## src/rtl/xor_nn_pkg.sv

```systemverilog
// Shared constants and arithmetic helpers for the fixed-point XOR classifier.
// Activations are signed Q6.10; neuron sums are widened to SW bits before saturation.
package xor_nn_pkg;

  localparam int DW      = 16;
  localparam int FRAC    = 10;
  localparam int ONE     = 1 << FRAC;
  localparam int SW      = 24;
  localparam int SAT_LIM = 32767;

  // Weight magnitude 20 is realised as (v << 4) + (v << 2).
  localparam int W_SH_HI = 4;
  localparam int W_SH_LO = 2;
  localparam int BH1     = -10;
  localparam int BH2     = 30;
  localparam int BO      = -30;

  localparam logic signed [SW-1:0] BH1_Q     = SW'(BH1 * ONE);
  localparam logic signed [SW-1:0] BH2_Q     = SW'(BH2 * ONE);
  localparam logic signed [SW-1:0] BO_Q      = SW'(BO * ONE);
  localparam logic signed [SW-1:0] SAT_MAX_S = SW'(SAT_LIM);
  localparam logic signed [SW-1:0] SAT_MIN_S = SW'(-SAT_LIM);

  localparam logic [DW:0]   SIG_BP_LO   = 17'd1024;
  localparam logic [DW:0]   SIG_BP_MID  = 17'd2432;
  localparam logic [DW:0]   SIG_BP_HI   = 17'd5120;
  localparam logic [DW-1:0] SIG_OFF_LO  = 16'd512;
  localparam logic [DW-1:0] SIG_OFF_MID = 16'd640;
  localparam logic [DW-1:0] SIG_OFF_HI  = 16'd864;
  localparam logic [DW-1:0] SIG_ONE     = 16'd1024;
  localparam logic [DW-1:0] CL_THRESH   = 16'd512;

  function automatic logic signed [SW-1:0] mul_w(input logic signed [SW-1:0] v);
    return (v <<< W_SH_HI) + (v <<< W_SH_LO);
  endfunction

  function automatic logic signed [DW-1:0] sat_q(input logic signed [SW-1:0] v);
    logic signed [DW-1:0] r;
    if (v > SAT_MAX_S) begin
      r = SAT_MAX_S[DW-1:0];
    end else if (v < SAT_MIN_S) begin
      r = SAT_MIN_S[DW-1:0];
    end else begin
      r = v[DW-1:0];
    end
    return r;
  endfunction

endpackage

```

## src/rtl/xor_nn_if.sv

```systemverilog
// Sample/class bus of the XOR classifier: enable plus two Q6.10 inputs in, class bit out.
interface xor_nn_if;
  import xor_nn_pkg::*;

  logic                 en;
  logic signed [DW-1:0] x1;
  logic signed [DW-1:0] x2;
  logic                 cl;

  modport master (output en, output x1, output x2, input cl);
  modport slave  (input en, input x1, input x2, output cl);
endinterface

```

## src/rtl/xor_nn_sigmoid.sv

```systemverilog
// Registered PLAN piecewise-linear sigmoid: signed Q6.10 in, unsigned Q6.10 in [0, 1024] out.
module nn_sigmoid
  import xor_nn_pkg::*;
(
  input  logic                 clk,
  input  logic                 rst,
  input  logic                 en,
  input  logic signed [DW-1:0] x,
  output logic        [DW-1:0] y
);

  logic          neg_s;
  logic [DW:0]   a_s;
  logic [DW-1:0] f_s;
  logic [DW-1:0] y_d;
  logic [DW-1:0] y_q;

  // Magnitude is one bit wider so that -32768 cannot wrap.
  always_comb begin
    neg_s = x[DW-1];
    a_s   = neg_s ? (17'd0 - {x[DW-1], x}) : {1'b0, x};
    if (a_s >= SIG_BP_HI) begin
      f_s = SIG_ONE;
    end else if (a_s >= SIG_BP_MID) begin
      f_s = DW'(a_s >> 5) + SIG_OFF_HI;
    end else if (a_s >= SIG_BP_LO) begin
      f_s = DW'(a_s >> 3) + SIG_OFF_MID;
    end else begin
      f_s = DW'(a_s >> 2) + SIG_OFF_LO;
    end
    if (en) begin
      y_d = neg_s ? (SIG_ONE - f_s) : f_s;
    end else begin
      y_d = y_q;
    end
  end

  always_ff @(posedge clk) begin
    if (rst) begin
      y_q <= 16'd0;
    end else begin
      y_q <= y_d;
    end
  end

  assign y = y_q;

endmodule

```

## src/rtl/xor_nn_core.sv

```systemverilog
// Five-stage 2-2-1 fixed-point network (OR/NAND hidden, AND output) classifying XOR.
// Stages: hidden sums, hidden sigmoids, output sum, output sigmoid, threshold.
module xor_nn_core
  import xor_nn_pkg::*;
(
  input  logic     clk,
  input  logic     rst,
  xor_nn_if.slave  bus
);

  logic signed [SW-1:0] xw_s;
  logic signed [SW-1:0] hw_s;
  logic signed [DW-1:0] zh1_d, zh1_q;
  logic signed [DW-1:0] zh2_d, zh2_q;
  logic signed [DW-1:0] zo_d, zo_q;
  logic        [DW-1:0] h1_s, h2_s, y_s;
  logic                 cl_d, cl_q;

  // Both hidden neurons share 20*(x1+x2); NAND is simply its negation plus a larger bias.
  always_comb begin
    xw_s = mul_w(SW'(bus.x1) + SW'(bus.x2));
    hw_s = mul_w(SW'({1'b0, h1_s}) + SW'({1'b0, h2_s}));
    if (bus.en) begin
      zh1_d = sat_q(xw_s + BH1_Q);
      zh2_d = sat_q(BH2_Q - xw_s);
      zo_d  = sat_q(hw_s + BO_Q);
      cl_d  = (y_s >= CL_THRESH);
    end else begin
      zh1_d = zh1_q;
      zh2_d = zh2_q;
      zo_d  = zo_q;
      cl_d  = cl_q;
    end
  end

  always_ff @(posedge clk) begin
    if (rst) begin
      zh1_q <= 16'sd0;
      zh2_q <= 16'sd0;
      zo_q  <= 16'sd0;
      cl_q  <= 1'b0;
    end else begin
      zh1_q <= zh1_d;
      zh2_q <= zh2_d;
      zo_q  <= zo_d;
      cl_q  <= cl_d;
    end
  end

  nn_sigmoid u_sig_h1 (.clk(clk), .rst(rst), .en(bus.en), .x(zh1_q), .y(h1_s));
  nn_sigmoid u_sig_h2 (.clk(clk), .rst(rst), .en(bus.en), .x(zh2_q), .y(h2_s));
  nn_sigmoid u_sig_y  (.clk(clk), .rst(rst), .en(bus.en), .x(zo_q),  .y(y_s));

  assign bus.cl = cl_q;

endmodule

```

## src/flat_wrapper.sv

```systemverilog
// flat-port wrapper written by rule: the top's interface ports become plain ports
module xor_nn_core_flat import xor_nn_pkg::*;
  (clk, rst, bus_en, bus_x1, bus_x2, bus_cl);
  xor_nn_if bus_i ();
  input  logic clk;
  input  logic rst;
  input wire logic [$bits(bus_i.en)-1:0] bus_en;
  input wire logic [$bits(bus_i.x1)-1:0] bus_x1;
  input wire logic [$bits(bus_i.x2)-1:0] bus_x2;
  output wire logic [$bits(bus_i.cl)-1:0] bus_cl;
  assign bus_i.en = bus_en;
  assign bus_i.x1 = bus_x1;
  assign bus_i.x2 = bus_x2;
  assign bus_cl = bus_i.cl;
  xor_nn_core u_core (.clk(clk), .rst(rst), .bus(bus_i));
endmodule
```

## config.mk

```make
export PLATFORM = sky130hd
export DESIGN_NAME = xor_nn_core_flat
export DESIGN_NICKNAME = d
export VERILOG_FILES = /design/src/rtl/xor_nn_pkg.sv /design/src/rtl/xor_nn_if.sv /design/src/rtl/xor_nn_sigmoid.sv /design/src/rtl/xor_nn_core.sv /design/src/flat_wrapper.sv
export SDC_FILE = /design/constraint.sdc
export NUM_CORES = 1
export LEC_CHECK = 0
export ABC_AREA = 1
export BUFFER_PORTS_ARGS = -buffer_cell sky130_fd_sc_hd__clkbuf_2
export CAP_MARGIN = 25
export CORE_MARGIN = 1
export CORE_UTILIZATION = 45
export CTS_CLUSTER_SIZE = 30
export DETAILED_ROUTE_END_ITERATION = 8
export HOLD_SLACK_MARGIN = 0.1
export PLACE_DENSITY_LB_ADDON = 0.3
export SLEW_MARGIN = 20
export SYNTH_ARGS = -nofsm -noshare
export SYNTH_HDL_FRONTEND = slang
export SYNTH_SLANG_ARGS = --single-unit
```

## constraint.sdc

```tcl
create_clock -name clk -period 5.25 [get_ports clk]
set_input_delay 0.2625 -clock clk [delete_from_list [all_inputs] [get_ports clk]]
set_output_delay 0.2625 -clock clk [all_outputs]
set_load 0.01 [all_outputs]
```

Yosys cells after proc, flatten, opt, wreduce, memory -nomap -nowiden
Cells that the tools add are included.
Widths: inputs -> output; s select.
{"block": "classes", "addsub": 22, "magnitude_cmp": 16, "n_mux": 21}
{"cell": "$mux 16", "count": 18}
{"cell": "$gt 24x16->1 const B", "count": 3}
{"cell": "$lt 24x16->1 const B", "count": 3}
{"cell": "$ge 17x11->1 const B", "count": 3}
{"cell": "$ge 17x12->1 const B", "count": 3}
{"cell": "$ge 17x13->1 const B", "count": 3}
{"cell": "$mux 17", "count": 3}
{"cell": "$sub 1x16->17 const A", "count": 3}
{"cell": "$add 15x10->16 const B", "count": 3}
{"cell": "$add 24x24->24", "count": 2}
{"cell": "$sub 11x16->16 const A", "count": 3}
{"cell": "$add 14x10->15 const B", "count": 3}
{"cell": "$add 12x10->13 const B", "count": 3}
{"cell": "$add 16x16->17", "count": 2}
{"cell": "$add 24x15->24 const B", "count": 1}
{"cell": "$add 24x16->24 const B", "count": 1}
{"cell": "$sub 16x24->24 const A", "count": 1}
{"cell": "$ge 16x10->1 const B", "count": 1}
{"block": "word_totals", "regBits": 97, "word_cells": 66}

Depth between registers and ports, before layout
Gate-level depths: netlist (run 1).
{"block": "depth", "ltp_word": 8, "ltp_mapped": 40, "depth_no_buf": 40}

Cells and area by module
Synthesis (run 1) repeated with hierarchy kept, for this count alone.
{"block": "hier_totals", "cells_unflattened": 2076, "hier_area_um2": 12529.5}
{"module": "xor_nn_core", "instances": 1, "cells_per_inst": 1059, "area_per_inst_um2": 6508.7}
{"module": "nn_sigmoid", "instances": 3, "cells_per_inst": 339, "area_per_inst_um2": 2006.9}

Worst setup path before layout (run 1)
Ideal clock, no wire load.
{"block": "synth_path", "path_kind": "register to register", "startpoint": "register u_core.u_sig_h2.y_q[2], in the netlist u_core.u_sig_h2.y[2]", "endpoint": "register u_core.zo_q[10]", "setup_time_ns": 0.119, "arrival_time_ns": 4.361, "setup_slack_ns": 0.770, "path_stages_with_launch": 28, "n_path_buf": 1, "path_cell_list": "dfxtp_1 -> ha_1 -> a21oi_1 -> nand2_1 -> a21oi_1 -> o21bai_1 -> a21oi_1 -> o21bai_1 -> a31oi_1 -> xor2_1 -> inv_1 -> ha_1 -> inv_1 -> ha_1 -> nand2_1 -> nor3_1 -> nand2_1 -> o211ai_1 -> a21oi_1 -> o21ai_0 -> a21oi_1 -> o21ai_0 -> a21boi_0 -> nor3_1 -> nand2_1 -> a21oi_1 -> buf_4 -> a21oi_1"}
{"block": "synth_via", "elab_chain_len": 6, "elab_cells_between_ends": 7, "classes_between": "add/sub (3); order compare (2); mux (2)"}
{"element": "from (decl)", "line_no": "xor_nn_sigmoid.sv:16", "text": "logic [DW-1:0] y_q;"}
{"element": "from (signal assigned)", "line_no": "xor_nn_sigmoid.sv:42", "text": "y_q <= y_d;"}
{"element": "$add 16x16->17 (*)", "line_no": "xor_nn_core.sv:22", "text": "hw_s = mul_w(SW'({1'b0, h1_s}) + SW'({1'b0, h2_s}));"}
{"element": "$add 24x24->24 (*)", "line_no": "xor_nn_pkg.sv:34", "text": "return (v <<< W_SH_HI) + (v <<< W_SH_LO);"}
{"element": "$add 24x16->24 (*)", "line_no": "xor_nn_core.sv:26", "text": "zo_d = sat_q(hw_s + BO_Q);"}
{"element": "$lt 24x16->1", "line_no": "xor_nn_pkg.sv:41", "text": "end else if (v < SAT_MIN_S) begin"}
{"element": "$mux 16", "line_no": "xor_nn_pkg.sv:41"}
{"element": "$mux 16 (*)", "line_no": "xor_nn_pkg.sv:39", "text": "if (v > SAT_MAX_S) begin"}
{"element": "to (signal assigned)", "line_no": "xor_nn_core.sv:45", "text": "zo_q <= zo_d;"}
{"element": "to (decl)", "line_no": "xor_nn_core.sv:15", "text": "logic signed [DW-1:0] zo_d, zo_q;"}
Mark *: on every way between the ends. The rest lies on a longest branch, timed or not.
A chain may end at the register's enable or synchronous reset.

Worst setup path in the final report (run 1)
{"block": "layout_path", "startpoint": "register u_core.u_sig_h2.y_q[2], in the netlist u_core.u_sig_h2.y[2]", "endpoint": "register u_core.zo_q[4]"}
The elaborated chain is that of the path after synthesis.

==> results of run 1 <==
area by class of cell:
| type | count | area (um^2) |
|---|---|---|
| Multi-Input combinational cell | 1459 | 8180 |
| Clock inverter | 3 | 42.5 |
| Clock buffer | 13 | 240 |
| Sequential cell | 88 | 1760 |
| Tap cell | 324 | 405 |
| Timing Repair Buffer | 46 | 270 |
| Inverter | 265 | 995 |
| Fill cell | 2549 | 12400 |
stage by stage:
| step | utilization [%] | total power, mW | cells | instance area, um^2 | TNS, ps |
|---|---|---|---|---|---|
| 3_5_place_dp | 47.5 | 6.75 | 2181 | 11600 | 0 |
| 6_report | 48.9 | 7.41 | 2198 | 11900 | 0 |
| 2_1_floorplan | - | 5.74 | 1860 | 11100 | 0 |
| 3_3_place_gp | 47.5 | 6.68 | 2181 | 11600 | 0 |
| 5_1_grt | 48.9 | 8.39 | 2198 | 11900 | -30.3 |
| 4_1_cts | 48.7 | 7.41 | 2197 | 11800 | 0 |
where the power goes:
group	leakage [nW]	switching [mW]	internal, mW
Clock	0.134	0.255	0.369
Sequential	0.728	0.159	0.831
Combinational	5.34	3.78	2.02
Total	6.20	4.19	3.22
flip-flops by register name (all words and copies together) (netlist names):
name	count
u_core.bus.cl	1
u_core.u_sig_h2.y	16
u_core.zh1_q	16
u_core.zh2_q	16
u_core.u_sig_h1.y	16
u_core.zo_q	16
u_core.u_sig_y.y	7
worst max-delay path by stage:
stage	startpoint	to
after floorplan	u_core.u_sig_h2.y[2]	u_core.zo_q[10]
after global placement	bus_x2[0]	u_core.zh2_q[12]
after detailed placement	bus_x2[0]	u_core.zh2_q[12]
after CTS	u_core.u_sig_h2.y[2]	u_core.zo_q[1]
after global routing	u_core.u_sig_h2.y[0]	u_core.zo_q[4]
final	u_core.u_sig_h2.y[2]	u_core.zo_q[4]
per-layer routing:
layer  track usage [%]  vias to the layer above
met2              36.4                      135
li1                  -                     5968
met4              5.29                        0
met3              2.06                       31
met1              26.4                     4909
met5                 0                        -
cell usage after synthesis, types with 11 or more instances:
master | instances | area, um^2
xnor2_1 | 23 | 201
nor2_1 | 176 | 661
o21ai_0 | 78 | 390
nand4_1 | 25 | 156
clkbuf_1 | 22 | 82.6
nand2_1 | 527 | 1980
xor2_1 | 71 | 622
nand3_1 | 153 | 766
nand3b_1 | 11 | 82.6
nand2_2 | 32 | 200
nor3_1 | 14 | 70.1
dfxtp_1 | 88 | 1760
a21oi_1 | 134 | 671
inv_1 | 253 | 950
ha_1 | 113 | 1410
placed cells by master, fill, tap and decap left out, types with 10 or more instances in the layout:
| master | n |
|---|---|
| a21oi_1 | 134 |
| buf_4 | 10 |
| clkbuf_2 | 35 |
| dfxtp_1 | 88 |
| ha_1 | 113 |
| inv_1 | 253 |
| inv_2 | 10 |
| nand2_1 | 526 |
| nand2_2 | 33 |
| nand3_1 | 152 |
| nand3b_1 | 11 |
| nand4_1 | 25 |
| nor2_1 | 175 |
| nor2_2 | 11 |
| nor3_1 | 13 |
| o21ai_0 | 75 |
| o21ai_1 | 11 |
| xnor2_1 | 23 |
| xor2_1 | 71 |
cell families (layout without fill, tap and decap cells):
family / count (synthesis) / after routing / synth area share [%]
DFF: 88 / 88 / 15.8
xor gates and xnor gates: 99 / 99 / 8.32
and+or+nand+nor: 983 / 983 / 38.4
buffers and inverters: 313 / 327 / 11.0
adders and majority gates: 117 / 117 / 13.4
AOI/OAI and AO/OA: 260 / 260 / 13.0
worst reg2reg max path, delay by kind of cell (launching register included):
kind	cells	cell delay, ps
AO/OA/AOI/OAI	13	2120
adder cells (fa/ha/maj)	3	970
XOR/XNOR	1	210
AND/OR/NAND/NOR	9	810
buffers and inverters	3	270
flip-flops	1	330
what timing repair did:
| action | CTS | global route |
|---|---|---|
| setup buffers | 0 | 0 |
| setup endpoints to repair | 0 | 37 |
| resized for setup | 0 | 10 |
==> impl_metrics.json, run 1 <==
{
  "synth.avg_cell_area_um2": 5.99,
  "worst_ep_arrival_time_ps": 5040,
  "leakage_nw": 6.20,
  "critical_path.top_delay_family": "compound AO/OA/AOI/OAI gates",
  "relSlewSlack_pct": 41.6,
  "ir_drop_uv": 279,
  "regToRegStartpoint": "u_core.u_sig_h2.y[2]",
  "finalClockSkew_ps": 10.1,
  "grt_usage_pct": 20.5,
  "coreArea_um2": 24300,
  "synth-seq-cells": 88,
  "die_x_um": 159,
  "wire_per_inst_um": 11.6,
  "grt_start_max_net_pins": 57,
  "dp_slack_ps": 167,
  "clkTransAtPathRegs_ps": 60,
  "slowest_stage": "ha_1",
  "cts_buffers": 9,
  "drt_iter0_drc": 542,
  "ant_nets": 0,
  "async_flop_share_pct": 0,
  "min_to": "u_core.u_sig_h2.y[13]",
  "post_synth_num_cell_types": 54,
  "crit_type": "reg -> reg",
  "vias_per_cell": 5.02,
  "pin_count": 36,
  "cp-end-kind": "register",
  "root_buffer": "clkbuf_16",
  "remaining_drc_errors": 0,
  "power_density_nw_per_um2": 623,
  "grt_pass1_vias": 10241,
  "synth-edff-count": 0,
  "tightestPinTransition_ps": 875,
  "chipHeight_um": 159,
  "cts_tree": "yes",
  "finalSetupViolCount": 0,
  "met2_length_mm": 12.0,
  "diodes": 0,
  "synth_warnings": 0,
  "cts-htree-levels": 3,
  "crit_required_ps": 5520,
  "overflow": 0,
  "io_buffers": 35,
  "crit_path_start_kind": "register",
  "min_path_cells": 2,
  "slew_violations": 0,
  "place.gp.congestion": 0.861,
  "ys_seq_area_share_pct": 15.8,
  "cp_num_buf_inv": 3,
  "critPathMaxStageDelay_ps": 350,
  "top_layer": "met4",
  "first_pass_iters": 5,
  "r2r_slack_ps": 480,
  "r2r_end": "u_core.zo_q[4]",
  "antenna_found_initial": 0,
  "path_depth": 29,
  "worst_slack_ps": 476,
  "holdCritStartpoint": "bus_en",
  "cpMostUsedCell": "a21oi_1",
  "synth_fp_nets": 2012,
  "area_growth_pct": 6.78,
  "hold_slack_ps": 417,
  "clockBufferDepth": 2,
  "maxCapViolCount": 0,
  "drive_gt1_share_pct": 8.11,
  "route.met3.wl_um": 582,
  "drt_wl_total_mm": 25.4,
  "hpwl_mm": 20.3,
  "nets": 2021,
  "vias": 11043,
  "grt_pass1_wl_mm": 44.9,
  "wl_met1_mm": 12.4,
  "finalHoldViolCount": 0,
  "clock-sinks": 88,
  "worst-r2r-cell-count": 29,
  "crit_path_max_fanout": 14,
  "initial_core_util_pct": 45.8,
  "fin_crit_ps": 4770,
  "clk_latency_ps": 350,
  "fmax_ghz": 0.209,
  "synthFlopType": "dfxtp_1",
  "netlist_instances": 1860,
  "cts_hold_buf": 0,
  "netlist_area_um2": 11100,
  "die_area_um2": 25400,
  "fin_crit_sh_pct": 90.9,
  "row_count": 57,
  "min_path_type": "in -> reg",
  "status": "completed"
}
Power figures use the tool's default switching activity.
==> run 2, diff against run 1 <==
==> constraint.sdc (replaced) <==
create_clock -name clk -period 5.25 [get_ports clk]
set_input_delay 0.525 -clock clk [delete_from_list [all_inputs] [get_ports clk]]
set_output_delay 0.525 -clock clk [all_outputs]
set_load 0.01 [all_outputs]
==> run 2 against run 1 <==
  * Non-clock buffer count increased by 10
  * Maximum frequency increased by 0.81%
  * Hold slack improved by 56 ps
  * Combinational power increased by 2%
  * Flip-flop and latch count is the same
==> impl_metrics.json, run 2 (synthesis results as in run 1) <==
{
  "status": "completed",
  "first_pass_iters": 5,
  "fmax_ghz": 0.211,
  "coreArea_um2": 24300,
  "grt_usage_pct": 20.7,
  "final_cell_mix": "nand2_1, inv_1, nor2_1, nand3_1, a21oi_1",
  "nets": 2033,
  "cts_buffers": 9,
  "vias": 11177,
  "maxCapViolCount": 0,
  "wire_per_inst_um": 11.7,
  "finalSetupViolCount": 0,
  "fin_setup_tns_ps": 0,
  "io_buffers": 35,
  "ant_nets": 0,
  "clk_latency_ps": 350,
  "total_power_mw": 7.60,
  "hold_slack_ps": 473,
  "pin_count": 36,
  "fin_crit_ps": 4740,
  "area_growth_pct": 8.58,
  "row_count": 57,
  "min_path_type": "reg -> reg",
  "clockBufferDepth": 2,
  "tightestPinTransition_ps": 909,
  "overflow": 0,
  "crit_path_start_kind": "register",
  "cts-htree-levels": 3,
  "drive_gt1_share_pct": 9.76,
  "drt_wl_total_mm": 25.8,
  "initial_core_util_pct": 45.8,
  "drt_iter0_drc": 637,
  "root_buffer": "clkbuf_16",
  "remaining_drc_errors": 0,
  "place.gp.congestion": 0.870,
  "hpwl_mm": 20.1,
  "critPathMaxStageDelay_ps": 420,
  "worst_ep_arrival_time_ps": 5020,
  "die_area_um2": 25400,
  "finalClockSkew_ps": 5.73,
  "die_x_um": 159,
  "slew_violations": 0,
  "antenna_found_initial": 0,
  "fin_crit_sh_pct": 90.2,
  "slowest_stage": "fa_1",
  "rsz0062_at_grt": "no",
  "cp_num_buf_inv": 5,
  "grt_start_max_net_pins": 78,
  "critical_path.top_delay_family": "compound AO/OA/AOI/OAI gates",
  "diodes": 0,
  "vias_per_cell": 5.06,
  "cp-end-kind": "register",
  "cpMostUsedCell": "nand2_1",
  "power_density_nw_per_um2": 628,
  "clkTransAtPathRegs_ps": 60,
  "mostFrequentLayoutCell": "nand2_1",
  "crit_required_ps": 5530,
  "grt_pass1_wl_mm": 45.3,
  "cts_tree": "yes",
  "grt_pass1_vias": 10288,
  "finalHoldViolCount": 0,
  "relSlewSlack_pct": 39.3,
  "placed_cells": 2186,
  "final_cells": 2210,
  "chipHeight_um": 159,
  "crit_path_max_fanout": 14,
  "ir_drop_uv": 366,
  "crit_type": "reg -> reg",
  "clock-sinks": 88,
  "leakage_nw": 6.29
}
[run 2: what timing repair did]
item | CTS | global route
buffers inserted | 0 | 6
endpoints found under the setup margin | 0 | 45
hold buffers | 0 | 0
resized for setup | 0 | 30
[run 2: path summary, 6_finish.rpt]
check                        start                    end  slack (ps)  cells after the start
min reg2reg  u_core.u_sig_h1.y[15]  u_core.u_sig_h1.y[15]         470                      2
max reg2reg   u_core.u_sig_h2.y[0]         u_core.zo_q[2]         510                     35
min          u_core.u_sig_h1.y[15]  u_core.u_sig_h1.y[15]         470                      2
max           u_core.u_sig_h2.y[0]         u_core.zo_q[2]         510                     35
[run 2: cell type report]
type / count / area, um^2
timing repair buffer: 56 / 345
tap: 324 / 405
clock buffer: 10 / 239
fill: 2515 / 12200
multi-input combinational: 1461 / 8270
clock inverter: 6 / 82.6
sequential: 88 / 1760
inverter: 265 / 995
[run 2: power by group]
group          total [mW]  leakage (nW)  switching [mW]  internal (mW)
logic                5.91          5.40            3.83           2.08
clock network       0.697         0.158           0.270          0.427
registers           0.995         0.728           0.163          0.831
total                7.60          6.29            4.26           3.34
[run 2: worst min-delay path, cell delays in order (launching register included)]
cell and delay (ps):
dfxtp_1 310, nand2_1 60, a21oi_1 60
[run 2: per-layer routing]
metal | share of wire, % | global-route usage [%] | wire length, um
met5 | 0 | 0 | 0
met4 | 1.2 | 4.55 | 305
met3 | 2.4 | 2.11 | 625
met2 | 47 | 36.8 | 12200
met1 | 49 | 26.8 | 12700
[run 2: stage by stage]
stage / util (%) / cell area (um^2) / worst slack, ps
after global routing: 49.7 / 12100 / 15.5
after global placement: 47.8 / 11600 / 132
final: 49.7 / 12100 / 514
after floorplan: - / 11100 / 629
after CTS: 49.1 / 11900 / 322
after detailed placement: 47.8 / 11600 / 13.3
